### config.mk
export PLATFORM = sky130hd
export DESIGN_NAME = uart_rx_ctrl_flat
export DESIGN_NICKNAME = d
export VERILOG_FILES = /design/src/rtl/uart_rx_ctrl_if.sv /design/src/rtl/uart_rx_ctrl.sv /design/src/flat_wrapper.sv
export SDC_FILE = /design/constraint.sdc
export NUM_CORES = 1
export LEC_CHECK = 0
export ABC_AREA = 1
export CORE_MARGIN = 2
export CORE_UTILIZATION = 45
export DETAILED_ROUTE_END_ITERATION = 6
export DONT_BUFFER_PORTS = 1
export SYNTH_ARGS = -nofsm -noshare
export SYNTH_HDL_FRONTEND = slang
export SYNTH_SLANG_ARGS = --single-unit
### constraint.sdc
create_clock -name clk -period 2.1 [get_ports clk]
set_input_delay 0.63 -clock clk [delete_from_list [all_inputs] [get_ports clk]]
set_output_delay 0.63 -clock clk [all_outputs]
set_load 0.02 [all_outputs]
### src/rtl/uart_rx_ctrl_if.sv
// Peripheral bus bundle between the SoC bus master and the uart_rx_ctrl register block.
interface uart_rx_ctrl_if;
  logic        bus_valid;
  logic        bus_we;
  logic [3:0]  bus_addr;
  logic [31:0] bus_wdata;
  logic [31:0] bus_rdata;
  logic        bus_ready;

  modport master (
    output bus_valid, bus_we, bus_addr, bus_wdata,
    input  bus_rdata, bus_ready
  );

  modport slave (
    input  bus_valid, bus_we, bus_addr, bus_wdata,
    output bus_rdata, bus_ready
  );
endinterface

### src/rtl/uart_rx_ctrl.sv
// uart_rx controller: oversample tick generator, RX byte FIFO with sticky error flags,
// four memory-mapped registers and a level interrupt.
module uart_rx_ctrl #(
  parameter int DEPTH       = 8,
  parameter int DEFAULT_DIV = 26
) (
  input  logic           clk,
  input  logic           reset,
  uart_rx_ctrl_if.slave  bus,
  output logic           oversample_tick,
  input  logic [7:0]     rx_data,
  input  logic           rx_ready,
  input  logic           framing_error,
  output logic           irq
);
  localparam int AW = $clog2(DEPTH);
  localparam int CW = AW + 1;

  logic [8:0]    mem_q [DEPTH];
  logic [8:0]    mem_d [DEPTH];
  logic [AW-1:0] wr_ptr_q, wr_ptr_d, rd_ptr_q, rd_ptr_d;
  logic [CW-1:0] count_q, count_d;
  logic [15:0]   div_q, div_d, cnt_q, cnt_d;
  logic          enable_q, enable_d, irq_en_q, irq_en_d;
  logic          ovr_q, ovr_d, ferr_q, ferr_d;
  logic          rdy_q, rdy_d, tick_q, tick_d, irq_q, irq_d;
  logic          ready_q, ready_d;
  logic [31:0]   rdata_q, rdata_d;

  logic [1:0] sel_s;
  logic       accept_s, rd_acc_s, wr_acc_s, empty_s, full_s;
  logic       pop_s, push_req_s, push_s, drop_s, flush_s;
  logic       div_wr_s, status_wr_s, ctrl_wr_s;
  logic       unused_bits;

  assign unused_bits = ^{bus.bus_addr[1:0], bus.bus_wdata[31:16]};

  assign sel_s       = bus.bus_addr[3:2];
  assign accept_s    = bus.bus_valid & ~ready_q;
  assign rd_acc_s    = accept_s & ~bus.bus_we;
  assign wr_acc_s    = accept_s & bus.bus_we;
  assign empty_s     = (count_q == CW'(0));
  assign full_s      = (count_q == CW'(DEPTH));
  assign pop_s       = rd_acc_s & (sel_s == 2'd0) & ~empty_s;
  assign flush_s     = wr_acc_s & (sel_s == 2'd3) & bus.bus_wdata[2];
  assign div_wr_s    = wr_acc_s & (sel_s == 2'd2);
  assign status_wr_s = wr_acc_s & (sel_s == 2'd1);
  assign ctrl_wr_s   = wr_acc_s & (sel_s == 2'd3);
  assign push_req_s  = rx_ready & ~rdy_q & enable_q;
  // A full FIFO still accepts a push when the same cycle pops a slot free.
  assign push_s      = push_req_s & ~flush_s & (~full_s | pop_s);
  assign drop_s      = push_req_s & ~flush_s & full_s & ~pop_s;

  // Next-state computation for FIFO, registers, tick counter and bus response.
  always_comb begin
    mem_d    = mem_q;
    wr_ptr_d = wr_ptr_q;
    rd_ptr_d = rd_ptr_q;
    count_d  = count_q;
    div_d    = div_q;
    enable_d = enable_q;
    irq_en_d = irq_en_q;
    rdy_d    = rx_ready;
    ready_d  = accept_s;
    rdata_d  = 32'd0;

    if (rd_acc_s) begin
      case (sel_s)
        2'd0:    rdata_d = empty_s ? 32'd0
                         : {22'd0, mem_q[rd_ptr_q][8], 1'b1, mem_q[rd_ptr_q][7:0]};
        2'd1:    rdata_d = {16'd0, 8'(count_q), 4'd0, ovr_q, ferr_q, full_s, ~empty_s};
        2'd2:    rdata_d = {16'd0, div_q};
        2'd3:    rdata_d = {30'd0, irq_en_q, enable_q};
        default: rdata_d = 32'd0;
      endcase
    end else begin
      rdata_d = 32'd0;
    end

    if (flush_s) begin
      wr_ptr_d = '0;
      rd_ptr_d = '0;
      count_d  = '0;
    end else begin
      if (push_s) begin
        mem_d[wr_ptr_q] = {framing_error, rx_data};
        wr_ptr_d        = wr_ptr_q + AW'(1);
      end else begin
        wr_ptr_d = wr_ptr_q;
      end
      if (pop_s) begin
        rd_ptr_d = rd_ptr_q + AW'(1);
      end else begin
        rd_ptr_d = rd_ptr_q;
      end
      count_d = count_q + CW'(push_s) - CW'(pop_s);
    end

    // New error events win over a same-cycle W1C so none is lost.
    ovr_d  = (ovr_q  & ~(status_wr_s & bus.bus_wdata[3])) | drop_s;
    ferr_d = (ferr_q & ~(status_wr_s & bus.bus_wdata[2])) | (push_s & framing_error);

    if (ctrl_wr_s) begin
      enable_d = bus.bus_wdata[0];
      irq_en_d = bus.bus_wdata[1];
    end else begin
      enable_d = enable_q;
      irq_en_d = irq_en_q;
    end

    if (div_wr_s) begin
      div_d = bus.bus_wdata[15:0];
    end else begin
      div_d = div_q;
    end

    tick_d = enable_q & ~div_wr_s & (cnt_q == div_q);
    if (div_wr_s || !enable_q) begin
      cnt_d = 16'd0;
    end else if (cnt_q == div_q) begin
      cnt_d = 16'd0;
    end else begin
      cnt_d = cnt_q + 16'd1;
    end

    irq_d = irq_en_q & (~empty_s | ovr_q);
  end

  // State registers with synchronous reset.
  always_ff @(posedge clk) begin
    if (reset) begin
      for (int i = 0; i < DEPTH; i++) mem_q[i] <= 9'd0;
      wr_ptr_q <= '0;
      rd_ptr_q <= '0;
      count_q  <= '0;
      div_q    <= 16'(DEFAULT_DIV);
      cnt_q    <= 16'd0;
      enable_q <= 1'b0;
      irq_en_q <= 1'b0;
      ovr_q    <= 1'b0;
      ferr_q   <= 1'b0;
      rdy_q    <= 1'b0;
      tick_q   <= 1'b0;
      irq_q    <= 1'b0;
      ready_q  <= 1'b0;
      rdata_q  <= 32'd0;
    end else begin
      mem_q    <= mem_d;
      wr_ptr_q <= wr_ptr_d;
      rd_ptr_q <= rd_ptr_d;
      count_q  <= count_d;
      div_q    <= div_d;
      cnt_q    <= cnt_d;
      enable_q <= enable_d;
      irq_en_q <= irq_en_d;
      ovr_q    <= ovr_d;
      ferr_q   <= ferr_d;
      rdy_q    <= rdy_d;
      tick_q   <= tick_d;
      irq_q    <= irq_d;
      ready_q  <= ready_d;
      rdata_q  <= rdata_d;
    end
  end

  assign bus.bus_ready   = ready_q;
  assign bus.bus_rdata   = rdata_q;
  assign oversample_tick = tick_q;
  assign irq             = irq_q;
endmodule

### src/flat_wrapper.sv
// flat-port wrapper written by rule: the top's interface ports become plain ports
module uart_rx_ctrl_flat 
#(
  parameter int DEPTH       = 8,
  parameter int DEFAULT_DIV = 26
)
  (clk, reset, oversample_tick, rx_data, rx_ready, framing_error, irq, bus_bus_valid, bus_bus_we, bus_bus_addr, bus_bus_wdata, bus_bus_rdata, bus_bus_ready);
  uart_rx_ctrl_if bus_i ();
  input  logic clk;
  input  logic reset;
  output logic oversample_tick;
  input  logic [7:0] rx_data;
  input  logic rx_ready;
  input  logic framing_error;
  output logic irq;
  input wire logic [$bits(bus_i.bus_valid)-1:0] bus_bus_valid;
  input wire logic [$bits(bus_i.bus_we)-1:0] bus_bus_we;
  input wire logic [$bits(bus_i.bus_addr)-1:0] bus_bus_addr;
  input wire logic [$bits(bus_i.bus_wdata)-1:0] bus_bus_wdata;
  output wire logic [$bits(bus_i.bus_rdata)-1:0] bus_bus_rdata;
  output wire logic [$bits(bus_i.bus_ready)-1:0] bus_bus_ready;
  assign bus_i.bus_valid = bus_bus_valid;
  assign bus_i.bus_we = bus_bus_we;
  assign bus_i.bus_addr = bus_bus_addr;
  assign bus_i.bus_wdata = bus_bus_wdata;
  assign bus_bus_rdata = bus_i.bus_rdata;
  assign bus_bus_ready = bus_i.bus_ready;
  uart_rx_ctrl #(.DEPTH(DEPTH), .DEFAULT_DIV(DEFAULT_DIV)) u_core (.clk(clk), .reset(reset), .bus(bus_i), .oversample_tick(oversample_tick), .rx_data(rx_data), .rx_ready(rx_ready), .framing_error(framing_error), .irq(irq));
endmodule
# After elaboration in Yosys (flattened, before gate mapping)
# Cells that the tools add are included.
[word_totals] word_cells=92 output_inout_bits=35 latchBits=0 ff_bits=154 memories=0 romBits=0 mem_bits_rw=0 in_bits=50
[op_classes] shifts=0 n_addsub=5 muxes=8 div=0 multipliers=0 order_cmp=3 reduce_logical=9 n_eq_ne=5 bitwise=40
[ops] cell="case mux 32 bit (4 select lines)" count=1
[ops] cell="bitwise mux 72 bit" count=1
[ops] cell="binary-select mux 9 bit (select 3 bit)" count=1
[ops] cell="demux 9 bit (select 3 bit)" count=1
[ops] cell="2-to-1 mux 9 bit" count=3
[ops] cell="bitwise AND 1 bit" count=23
[ops] cell="adder 16 x 1 -> 16 bit (second input constant)" count=1
[ops] cell="== test 16 bit" count=1
[ops] cell="inverter 1 bit" count=11
[ops] cell="2-to-1 mux 10 bit" count=1
[ops] cell=">= comparator 4 bit (second input constant)" count=2
[ops] cell="inverter 3 -> 4 bit" count=2
[ops] cell="adder 3 x 1 -> 3 bit (second input constant)" count=2
[ops] cell="adder 4 x 1 -> 4 bit" count=1
[ops] cell="== test 2 bit (second input constant)" count=2
[ops] cell="== test 4 bit (second input constant)" count=1
[ops] cell="zero test 4 bit" count=1
[ops] cell="less-than comparator 4 x 1 -> 1 bit (second input constant)" count=1
[ops] cell="OR 1 bit" count=4
[ops] cell="OR reduction 2 bit" count=2
[ops] cell="subtractor 4 x 1 -> 4 bit" count=1
[ops] cell="OR reduction 3 bit" count=1
[ops] cell="== test 2 x 1 -> 1 bit (second input constant)" count=1
[ops] cell="zero test 2 bit" count=1
[ops] cell="other kinds (4)" count=4

# Longest topological paths before layout
[depth] word_depth=10 ltp_mapped=13 depth_no_buf=12

# Least setup slack after synthesis
# OpenSTA, ideal clock, no wires.
[synth_timing] kind="input port to flip-flop" from="input bus_bus_valid" to="register u_core.count_q[2]" required_time_ns=1.984 slack_ns=-0.103 arrival_time_ns=2.086 setup_ns=0.116 stages=12 n_path_buf=1 cell_sequence="nand2_1 nor2_2 nand3_4 nand2_4 buf_6 nand2_1 inv_2 ha_1 inv_1 fa_1 xor2_1 nor2_1"
[synth_between] elab_chain_cells=9 elab_cells_between_ends=14 cone_classes="2 x add/sub; 11 x bitwise; 1 x reduce/logical"
[synth_lines] element="from (decl)" line="flat_wrapper.sv:16" source="input wire logic [$bits(bus_i.bus_valid)-1:0] bus_bus_valid;"
[synth_lines] element="bitwise AND 1 bit (*)" line="uart_rx_ctrl.sv:39" source="assign accept_s = bus.bus_valid & ~ready_q;"
[synth_lines] element="bitwise AND 1 bit" line="uart_rx_ctrl.sv:41" source="assign wr_acc_s = accept_s & bus.bus_we;"
[synth_lines] element="bitwise AND 1 bit (2 in a row)" line="uart_rx_ctrl.sv:45" source="assign flush_s = wr_acc_s & (sel_s == 2'd3) & bus.bus_wdata[2];"
[synth_lines] element="inverter 1 bit" line="uart_rx_ctrl.sv:51" source="assign push_s = push_req_s & ~flush_s & (~full_s | pop_s);"
[synth_lines] element="bitwise AND 1 bit (2 in a row)" line="uart_rx_ctrl.sv:51"
[synth_lines] element="adder 4 x 1 -> 4 bit" line="uart_rx_ctrl.sv:96" source="count_d = count_q + CW'(push_s) - CW'(pop_s);"
[synth_lines] element="subtractor 4 x 1 -> 4 bit" line="uart_rx_ctrl.sv:96"
[synth_lines] element="to (signal assigned)" line="uart_rx_ctrl.sv:151" source="count_q <= count_d;"
[synth_lines] element="to (decl)" line="uart_rx_ctrl.sv:22" source="logic [CW-1:0] count_q, count_d;"
# Every way passes the cells marked *; elsewhere a longest branch is shown, timed or not.
# A chain may end at the register's enable or synchronous reset.

# Final worst setup path
[layout_timing] from="register u_core.count_q[2]" to="register u_core.count_q[1]"
[layout_between] elab_chain_cells=7 elab_cells_between_ends=9 cone_classes="2 x add/sub; 1 x eq/ne; 5 x bitwise; 1 x reduce/logical"
[layout_lines] element="zero test 4 bit (*)" line="uart_rx_ctrl.sv:42" source="assign empty_s = (count_q == CW'(0));"
[layout_lines] element="inverter 1 bit (*)" line="uart_rx_ctrl.sv:44" source="assign pop_s = rd_acc_s & (sel_s == 2'd0) & ~empty_s;"
[layout_lines] element="bitwise AND 1 bit (*)" line="uart_rx_ctrl.sv:44"
[layout_lines] element="net u_core.pop_s" line="uart_rx_ctrl.sv:32" source="logic pop_s, push_req_s, push_s, drop_s, flush_s;"
[layout_lines] element="OR 1 bit" line="uart_rx_ctrl.sv:51"
[layout_lines] element="bitwise AND 1 bit" line="uart_rx_ctrl.sv:51"
[layout_lines] element="adder 4 x 1 -> 4 bit" line="uart_rx_ctrl.sv:96"
[layout_lines] element="subtractor 4 x 1 -> 4 bit (*)" line="uart_rx_ctrl.sv:96"
# Mark *: on every way through the listed nets, which the timed path passes. The rest lies on a longest branch.

==> results.json <==
{
  "status": "completed",
  "final_net_count": 1126,
  "dp_cells": 1262,
  "yosysWarnings": 0,
  "p_leak_nw": 3.43,
  "coreArea_um2": 15900,
  "crit_type": "reg2reg",
  "finalSetupViolations": 0,
  "finalHoldViolCount": 0,
  "finClkSkew_ns": 0.0108,
  "tns_ns": 0,
  "gr-total-overflow": 0,
  "ios": 85,
  "clk_latency_ns": 0.43,
  "synthArstFlopShare_pct": 0,
  "synthCells": 1075,
  "syn_area_um2": 7340,
  "worstPathRequired_ns": 2.42,
  "io_buffers": 0,
  "worstPathArrival_ns": 2.29,
  "clockBufferDepth": 2,
  "fmax_mhz": 506,
  "grt_pass1_vias": 5799,
  "finalMaxSlewViolations": 0,
  "fin_crit_sh_pct": 94.1,
  "hp-class": "in2reg",
  "clk_transition_reported_paths_ns": 0.06,
  "cts-hold-fix-buffers": 0,
  "fin_crit_ns": 1.98,
  "die_w_um": 132,
  "cts_tree": "yes",
  "grt_pass1_wl_um": 30600,
  "start_util_pct": 46.2,
  "crit_fanout": 3,
  "yosysUniqueCellTypes": 37,
  "die_height_um": 132,
  "power_density_nw_per_um2": 749,
  "relSlewSlack_pct": 61.4,
  "drc_errors": 0,
  "dominantRegCellSynth": "dfxtp_1",
  "htreeDepth": 4,
  "dr.pass1.iters": 5,
  "busiest_layer": "met2",
  "cts.sinks": 138,
  "use_met2_pct": 36.2,
  "routed_wl_um": 19200,
  "grt_start_max_net_pins": 92,
  "vias_per_cell": 4.85,
  "cts_root_buffer": "clkbuf_16",
  "diodes": 0,
  "antenna_found_initial": 0,
  "gp_congestion": 0.811,
  "finalNonFillerCells": 1295,
  "track_usage_pct": 22.3,
  "layout_common_cells": "nand2_1, inv_1, nor2_1, dfxtp_1, nand4_1",
  "tightest_slew_ns": 0.578,
  "numCtsBuffers": 17,
  "use_met1_pct": 30.6,
  "die-area_um2": 17300,
  "post_drt_wl_per_cell_um": 14.8,
  "syn_to_final_growth_pct": 10.5,
  "ant_nets": 0,
  "hpwl_um": 12300,
  "dr.first_iter.drc_count": 490,
  "avgSynthCellArea_um2": 6.83,
  "std_cell_rows": 46,
  "ys_ff_latch": 138,
  "critPathLaunchType": "flip-flop",
  "grt_util_met3_pct": 4.24,
  "ys_seq_area_share_pct": 37.6,
  "synth-edff-count": 0,
  "cap_violations": 0,
  "via_count": 6287,
  "drive_above_1_share_pct": 9.27,
  "final_common_cell": "nand2_1",
  "irDropWorstVdd_mv": 0.575,
  "crit_path_end_kind": "flip-flop"
}
kinds of logic after synthesis:
| logic type | after synthesis | synth area share [%] |
|---|---|---|
| compound gates | 112 | 8.23 |
| xor+xnor | 31 | 3.70 |
| fa+ha+maj | 10 | 1.81 |
| buf+inv | 267 | 16.1 |
| flops | 138 | 37.6 |
| other cells | 1 | 0.0511 |
| simple gates | 516 | 32.4 |
metrics by stage:
step	area [um2]	setup WS, ns	total power [W]	hold WS [ns]	utilization, %
2_1_floorplan	7460	0.0136	0.00303	0.437	-
3_3_place_gp	7500	0.0202	0.00307	0.447	47.2
3_5_place_dp	7500	0.0101	0.00307	0.451	47.2
4_1_cts	8100	0.0488	0.00610	0.257	51.0
5_1_grt	8110	-0.00332	0.00626	0.257	51.1
6_report	8110	0.125	0.00607	0.270	51.1
cell type report:
class,count,area [um2]
fill,1635,7770
multi-input combinational,685,3510
sequential,138,2770
tap,216,270
clock buffer,19,453
clock inverter,13,145
inverter,203,764
timing repair buffer,21,208
worst paths after layout:
| kind | from | end | slack, ns | cells past startpoint |
|---|---|---|---|---|
| worst max-delay path | u_core.count_q[2] | u_core.count_q[1] | 0.12 | 11 |
| worst min-delay path | reset | u_core.bus.bus_ready | 0.27 | 1 |
| worst max register to register | u_core.count_q[2] | u_core.count_q[1] | 0.12 | 11 |
| worst min register to register | u_core.ferr_q | u_core.ferr_q | 0.46 | 2 |
routing by layer:
metal  share of wire, %  vias to the layer above  routed length, um
met1                 47                     2810               9010
met5                  0                        -                  0
li1                   -                     3307                  -
met2                 48                      151               9110
met4                1.3                        0                245
met3                4.1                       19                784
timing repair:
item,in CTS,in global routing
hold endpoints to repair,0,0
buffers inserted,0,1
gates resized for setup,0,2
endpoints found under the setup margin,0,3
report_power, final:
part / switching, W / leakage [nW] / internal [W]
clock network: 0.00123 / 0.274 / 0.00182
logic: 0.000269 / 2.04 / 0.0000932
registers: 0.0000201 / 1.11 / 0.00264
total: 0.00152 / 3.43 / 0.00455
critical path, stage by stage (launching register included):
cell and delay [ns]:
dfxtp_2 0.33, inv_1 0.07, ha_1 0.21, nand3_2 0.11, nand3_4 0.09, inv_2 0.10
ha_4 0.20, inv_2 0.06, ha_4 0.13, inv_2 0.03, fa_2 0.50, nor2_1 0.04
flip-flops by register name, indices dropped and copies added, names as in the netlist:
register and flops:
u_core.wr_ptr_q 3, u_core.irq 1, u_core.rd_ptr_q 3, u_core.ferr_q 1, u_core.oversample_tick 1, u_core.irq_en_q 1
u_core.div_q 16, u_core.enable_q 1, u_core.mem_q 72, u_core.ovr_q 1, u_core.rdy_q 1, u_core.cnt_q 16
u_core.bus.bus_ready 1, u_core.bus.bus_rdata 16, u_core.count_q 4
cell usage after synthesis, types with 2 or more instances:
| library cell | count | area, um2 |
|---|---|---|
| clkbuf_1 | 14 | 52.6 |
| inv_1 | 195 | 732 |
| inv_2 | 7 | 26.3 |
| o21ai_0 | 39 | 195 |
| dfxtp_1 | 138 | 2760 |
| buf_2 | 13 | 65.1 |
| nor2_1 | 140 | 526 |
| buf_6 | 11 | 124 |
| nand3_1 | 44 | 220 |
| ha_1 | 9 | 113 |
| nand2_1 | 224 | 841 |
| or2_2 | 2 | 12.5 |
| nand3_4 | 9 | 158 |
| buf_1 | 5 | 18.8 |
| a21oi_1 | 52 | 260 |
| nor3_1 | 6 | 30.0 |
| xnor2_1 | 5 | 43.8 |
| nor2_2 | 10 | 62.6 |
| xor2_1 | 26 | 228 |
| buf_4 | 19 | 143 |
| o211ai_1 | 12 | 90.1 |
| o21ai_1 | 6 | 30.0 |
| nand4_1 | 75 | 469 |
Power figures use the tool's default switching activity.
